## src/rtl/rom_loader_pkg.sv

```systemverilog
// ==========================================================================
// rom_loader_pkg : state type and encodings shared by the ROM key loader
// Revision: 1.0
// ==========================================================================
`default_nettype none

package rom_loader_pkg;

  localparam int STATE_W = 3;

  typedef enum logic [STATE_W-1:0] {
    IDLE  = 3'b000,
    FETCH = 3'b001,
    WAIT  = 3'b010,
    READ  = 3'b011,
    DONE  = 3'b100
  } state_t;

endpackage

`default_nettype wire

```

## src/rtl/rom_loader.sv

```systemverilog
// ==========================================================================
// rom_loader : copies KEY_LENGTH words from a ROM into a packed key array.
// Optional macro ROM_LOADER_STATE_TAP_EN exposes the FSM state on state_tap.
// Revision: 1.0
// ==========================================================================
`default_nettype none

module rom_loader
  import rom_loader_pkg::*;
#(
  parameter int KEY_LENGTH = 32,
  parameter int ROM_LENGTH = 5,
  parameter int ROM_WIDTH  = 8
) (
  input  logic                                 clk,
  input  logic                                 reset,
  input  logic                                 start,
  input  logic [ROM_WIDTH-1:0]                 rom_out,
  output logic [ROM_LENGTH-1:0]                address,
  output logic [KEY_LENGTH-1:0][ROM_WIDTH-1:0] key_arr,
  output logic                                 finished,
  output logic [2:0]                           state_tap
);

  localparam int IDX_W = $clog2(KEY_LENGTH) + 1;
  localparam int SEL_W = $clog2(KEY_LENGTH);

  state_t           state;
  state_t           state_next;
  logic [IDX_W-1:0] idx;
  logic [IDX_W-1:0] idx_next;
  logic             capture;

  always_comb begin
    state_next = state;
    idx_next   = idx;
    capture    = 1'b0;
    case (state)
      IDLE: begin
        if (start) begin
          state_next = FETCH;
          idx_next   = '0;
        end
      end
      FETCH: state_next = WAIT;
      WAIT:  state_next = READ;
      READ: begin
        capture = 1'b1;
        if (idx == IDX_W'(KEY_LENGTH - 1)) begin
          state_next = DONE;
        end else begin
          idx_next   = idx + IDX_W'(1);
          state_next = FETCH;
        end
      end
      DONE: begin
        if (!start) state_next = IDLE;
      end
      default: state_next = IDLE;
    endcase
  end

  // Address moves together with idx on entry to FETCH, so it is stable for
  // FETCH, WAIT and READ; data up to two cycles late is still caught in READ.
  always_ff @(posedge clk) begin
    if (!reset) begin
      state   <= IDLE;
      idx     <= '0;
      address <= '0;
      key_arr <= '0;
    end else begin
      state   <= state_next;
      idx     <= idx_next;
      address <= idx_next[ROM_LENGTH-1:0];
      if (capture) key_arr[idx[SEL_W-1:0]] <= rom_out;
    end
  end

  assign finished = (state == DONE);

`ifdef ROM_LOADER_STATE_TAP_EN
  assign state_tap = state;
`else
  assign state_tap = 3'b000;
`endif

endmodule

`default_nettype wire

```

## config.mk

```make
export PLATFORM = sky130hd
export DESIGN_NAME = rom_loader
export DESIGN_NICKNAME = d
export VERILOG_FILES = /design/src/rtl/rom_loader_pkg.sv /design/src/rtl/rom_loader.sv
export SDC_FILE = /design/constraint.sdc
export NUM_CORES = 1
export LEC_CHECK = 0
export ABC_AREA = 1
export CORE_ASPECT_RATIO = 1.75
export CORE_MARGIN = 1
export CORE_UTILIZATION = 40
export CTS_BUF_LIST = sky130_fd_sc_hd__clkbuf_16
export DETAILED_ROUTE_END_ITERATION = 8
export GPL_TIMING_DRIVEN = 0
export PLACE_DENSITY = 0.73
export SLEW_MARGIN = 10
export SYNTH_ARGS = -nofsm -noshare
export SYNTH_HDL_FRONTEND = slang
export SYNTH_SLANG_ARGS = --single-unit
```

## constraint.sdc

```tcl
create_clock -name clk -period 2.1 [get_ports clk]
set_input_delay 0.21 -clock clk [delete_from_list [all_inputs] [get_ports clk]]
set_output_delay 0.21 -clock clk [all_outputs]
set_load 0.005 [all_outputs]
```

==> results of run 1 <==
through the flow:
step                      setup slack, ns  total power, W
after detailed placement            0.226         0.00569
after global routing               0.0331          0.0104
after floorplan                     0.729         0.00547
after global placement              0.232         0.00568
final                               0.186          0.0101
after CTS                           0.178          0.0101
state kept, by name, summed over array words and instances (netlist names):
| signal | count |
|---|---|
| key_arr | 256 |
| state | 3 |
| idx | 6 |
worst min-delay path, cell delays in order:
cell,delay [ns]
buf_2,0.18
clkbuf_1,0.21
o21ai_0,0.11
nor2_1,0.04
worst min path at each step:
stage / end / slack, ns / start / cells after the start
after CTS: key_arr[4] / 0.29 / reset / 4
after floorplan: key_arr[191] / 0.38 / rom_out[7] / 2
final: key_arr[1] / 0.29 / reset / 4
after global routing: key_arr[1] / 0.33 / reset / 4
after detailed placement: key_arr[184] / 0.47 / key_arr[184] / 2
after global placement: key_arr[62] / 0.46 / key_arr[62] / 2
synth_stat cells (3+ instances only):
library cell  instances  area share (%)
clkbuf_1             34             1.3
o21ai_1              65             3.3
nor2_1              524              20
ha_1                  4            0.51
nor2_8                8             1.6
inv_2                37             1.4
buf_4                 9            0.69
nand3_1               8            0.41
nor2_4               17             1.9
a21oi_1               3            0.15
nand2_8               3            0.61
o21ai_0             193             9.8
inv_1                17            0.65
nor3_1                4            0.20
nand2_1              36             1.4
buf_1                17            0.65
dfxtp_1             265              54
metal layers:
layer,global-route usage (%),part of all wire (%)
met1,29.0,39
met2,43.9,49
met3,5.03,6.9
met4,13.7,5.6
met5,0,0
power by group:
part / total (W) / switching [W] / leakage, nW / internal [W]
logic: 0.000488 / 0.000345 / 3.20 / 0.000143
clock network: 0.00449 / 0.00186 / 0.404 / 0.00263
registers: 0.00508 / 0.0000321 / 2.13 / 0.00505
total: 0.0101 / 0.00224 / 5.74 / 0.00783
kinds of logic (layout without fill, tap and decap cells):
kind of cell	Yosys count	after routing	share of synthesized area [%]
AO/OA/AOI/OAI	262	262	13.4
adder cells (fa/ha/maj)	4	4	0.510
buffers and inverters	118	429	5.03
flip-flops	265	265	54.0
other	1	3	0.0382
AND/OR/NAND/NOR	609	609	27.0
area by class of cell:
type                    instances  area (µm²)
plain buffers                  63         280
clock buffers                  25         626
clock inverters                15         169
fillers                      2239       10300
inverters                      55         214
multi-input cells             878        4030
flip-flops and latches        265        5310
well taps                     308         385
repair buffers                271        2710
layout by cell type, fill, tap and decap left out, drive strengths merged:
cell           count
nor3               5
bufinv             4
nand3             11
conb               3
buf               29
nand2             39
a21oi              3
ha                 4
nand3b             1
dfxtp            265
nor2             551
o21ai            258
clkbuf            59
nor3b              1
inv               59
clkdlybuf4s50    271
clkinv             7
nand4              1
a211oi             1
==> results.cfg, run 1 <==
[outcome]
outcome = completed

[sta]
worstMarginPinSlew_ns = 0.855
finalMaxSlewViolations = 0
min_period_over_period_pct = 91.2
clock_skew_ns = 0.0106
report.final.setup_viol = 0
whs_ns = 0.295
slew_headroom_pct = 43.0
min_period_ns = 1.91
tns_ns = 0
rsz0062_at_grt = no
final_hold_viol_count = 0
fmax_ghz = 0.522

[floorplan]
dieArea_um2 = 25200
num_rows = 75
fp.dieH_um = 209
coreArea_um2 = 24000
io_pins = 276
die_w_um = 120
start_util_pct = 40.9

[critical_path]
crit_path_start = state[0]
cp_slowest_stage_delay_ns = 0.57
critPathTopFamily = buffers and inverters
cp-end-kind = output pin
required_ns = 1.89
path_cells = nor3_1, clkdlybuf4s50_1
cp.arrival_ns = 1.70
r2r_cells = 8
crit_path_end = finished
crit_cells = 2
slowest_stage = clkdlybuf4s50_1
r2r-start = idx[4]
startpoint_type = flop
criticalPathCategory = reg2out
crit_path_max_fanout = 5
critPathBufInv = 1
regToRegSetupSlack_ns = 0.20
rr_endpoint = key_arr[139]

[global_route]
grt_max_degree = 16
grt_pass1_vias = 8948
antenna_found_initial = 0
grt_usage_pct = 25.4
grt_pass1_wl_um = 49600
grt_overflow = 0

[clocking]
clkTransAtPathRegs_ns = 0.07
htree_num_levels = 1
post_cts_buffers = 0
cts_hold_buf = 0
clkSinkCount = 265
clk_latency_ns = 0.51
clk_path_buf_depth = 3
cts_tree = yes
cts_resized = 0
cts_root_buffer = clkbuf_16
numCtsBuffers = 24

[power_and_ir_drop]
p_leak_nw = 5.74
peakVddDrop_v = 0.000627
power_density_nw_per_um2 = 733

[logic_synthesis]
synth_seq_area_share_pct = 54.0
synth_area_um2 = 9820
async_flop_share_pct = 0
synth-edff-count = 0
synth_cell_types = 29
synth_cells = 1259
yosys_warnings = 0
syn_avg_cell_area_um2 = 7.80
synth-main-ff-cell = dfxtp_1
ys_ff_latch = 265

[place]
hpwl_um = 23200
io_buffers = 271
dp_cells = 1840
globalplace.congestion = 0.857
placed_area_um2 = 12900

[routing]
viasPerCell = 5.00
vias = 9409
drt-initial-drc-count = 580
wl_per_cell_um = 17.2
dr.pass1.iters = 7
wirelength_um = 32400
ant_nets = 0
drc = 0

[cells_and_area]
fin_util_pct = 57.1
layout.nets = 1573
area_growth_pct = 39.7
drive_above_1_share_pct = 7.38
fin_cells = 1880
finalInstanceArea_um2 = 13700
diodes = 0

[flow_run]
cap_violations = 0

[min_path]
hold_class = in2reg
Note: power is estimated with default switching activity, not from simulation.
==> inputs of run 2 (changes only) <==
--- a/config.mk
+++ b/config.mk
@@ -6,13 +6,12 @@
 export NUM_CORES = 1
 export LEC_CHECK = 0
 export ABC_AREA = 1
-export CORE_ASPECT_RATIO = 1.75
 export CORE_MARGIN = 1
 export CORE_UTILIZATION = 40
 export CTS_BUF_LIST = sky130_fd_sc_hd__clkbuf_16
 export DETAILED_ROUTE_END_ITERATION = 8
 export GPL_TIMING_DRIVEN = 0
-export PLACE_DENSITY = 0.73
+export PLACE_DENSITY = 0.71
 export SLEW_MARGIN = 10
 export SYNTH_ARGS = -nofsm -noshare
 export SYNTH_HDL_FRONTEND = slang
==> results.cfg, run 2 (same netlist as run 1, synthesis figures left out) <==
[outcome]
outcome = completed

[clocking]
clkSinkCount = 265
clkTransAtPathRegs_ns = 0.06
htree_num_levels = 1
cts_hold_buf = 0
cts_tree = yes
cts_root_buffer = clkbuf_16
numCtsBuffers = 28
clk_latency_ns = 0.54
post_cts_buffers = 0
cts_resized = 0
clk_path_buf_depth = 3

[floorplan]
die_w_um = 159
start_util_pct = 41.4
fp.dieH_um = 159
coreArea_um2 = 23800
dieArea_um2 = 25200
io_pins = 276
num_rows = 56

[min_path]
hp-start = start
min_to = state[2]
hold_depth = 3
hold_class = in2reg

[power_and_ir_drop]
p_sw_w = 0.00237
peakVddDrop_v = 0.000465
pwr-share-comb_pct = 4.7
pwr-share-seq_pct = 48.8
p_leak_nw = 5.79
power_density_nw_per_um2 = 752
clkPwrFrac_pct = 46.5
switching_share_pct = 22.7
p_int_w = 0.00805

[critical_path]
criticalPathCategory = reg2out
cp-end-kind = output pin
r2r-start = idx[0]
crit_path_max_fanout = 8
startpoint_type = flop
r2r_cells = 8
rr_endpoint = key_arr[251]
regToRegSetupSlack_ns = 0.23
cp.arrival_ns = 1.73
required_ns = 1.89

[place]
hpwl_um = 22500
dp_cells = 1851
io_buffers = 271
globalplace.congestion = 0.861

[routing]
vias = 9418
wl_per_cell_um = 16.9
drt-initial-drc-count = 523
viasPerCell = 4.95
dr.pass1.iters = 5
drc = 0
wirelength_um = 32300
ant_nets = 0

[sta]
min_period_over_period_pct = 92.5
finalMaxSlewViolations = 0
final_hold_viol_count = 0
rsz0062_at_grt = no
min_period_ns = 1.94
slew_headroom_pct = 46.0
report.final.setup_viol = 0
worstMarginPinSlew_ns = 0.810
tns_ns = 0
clock_skew_ns = 0.0128
fmax_ghz = 0.515

[cells_and_area]
fillers = 2152
largest_reg_flops = 256
regMostFlops = key_arr
final_common_cell = nor2_1
drive_above_1_share_pct = 7.89
layout.nets = 1577
fin_cells = 1903
area_growth_pct = 41.0
reg_top3 = key_arr x256, idx x6, state x3
final-seq-area_um2 = 5310
diodes = 0
layout_common_cells = nor2_1 (524), clkdlybuf4s50_1 (271), dfxtp_1 (265)
multi_input_area_um2 = 4040

[global_route]
grt_max_degree = 14
grt_pass1_vias = 8842
grt_pass1_wl_um = 50100
grt_usage_pct = 25.0
grt_overflow = 0
antenna_found_initial = 0

[flow_run]
cap_violations = 0
run 2: cell count changes in the layout (fill, tap and decap cells not counted):
cell,change
clkinv_4,-1
clkinv_1,+4
nor3_2,+1
clkinvlp_4,+2
clkbuf_16,+4
nor3_1,-1
bufinv_16,-1
clkinv_2,+4
run 2: per-layer routing:
| layer | global-route usage (%) | vias to the layer above | wire, µm |
|---|---|---|---|
| li1 | - | 4626 | - |
| met4 | 8.56 | 0 | 965 |
| met3 | 5.28 | 57 | 2440 |
| met5 | 0 | - | 0 |
| met2 | 40.4 | 352 | 14600 |
| met1 | 33.0 | 4383 | 14300 |
run 2: how the worst max path moves through the flow:
stage | end | slack (ns) | start | cells past startpoint
detailed placement | key_arr[252] | 0.30 | idx[1] | 8
finish | address[3] | 0.16 | idx[3] | 2
CTS | finished | 0.12 | state[0] | 2
global route | key_arr[255] | 0.05 | idx[0] | 8
floorplan | key_arr[248] | 0.73 | idx[0] | 8
global placement | key_arr[140] | 0.29 | idx[4] | 8
run 2: worst max-delay path, cell delays in order (launching register included):
cell and delay [ns]:
dfxtp_1 0.49, buf_4 0.17, clkdlybuf4s50_1 0.55
run 2: metrics by stage:
| step | instance area [µm²] | hold WS (ns) | setup slack (ns) | total power [W] | utilization (%) |
|---|---|---|---|---|---|
| 5_1_grt | 13900 | 0.320 | 0.0528 | 0.0108 | 58.3 |
| 3_5_place_dp | 12900 | 0.473 | 0.299 | 0.00568 | 54.5 |
| 4_1_cts | 13800 | 0.286 | 0.119 | 0.0105 | 58.3 |
| 6_report | 13900 | 0.326 | 0.158 | 0.0104 | 58.3 |
| 2_1_floorplan | 9830 | 0.377 | 0.729 | 0.00547 | - |
| 3_3_place_gp | 12900 | 0.463 | 0.286 | 0.00568 | 54.5 |
run 2: area by class of cell:
type	instances	area share [%]
buffer	63	2.02
clock buffer	29	5.24
clock inverter	23	1.30
inverter	55	1.54
multi-input combinational	878	29.1
sequential	265	38.3
tap	319	2.88
timing repair buffer	271	19.6
run 2: power groups by stage:
stage | Sequential [W] | Combinational (W) | Clock, W
floorplan | 0.00519 | 0.000277 | 0
global placement | 0.00519 | 0.000481 | 0
detailed placement | 0.00520 | 0.000485 | 0
CTS | 0.00508 | 0.000487 | 0.00492
global route | 0.00509 | 0.000533 | 0.00517
finish | 0.00509 | 0.000490 | 0.00485
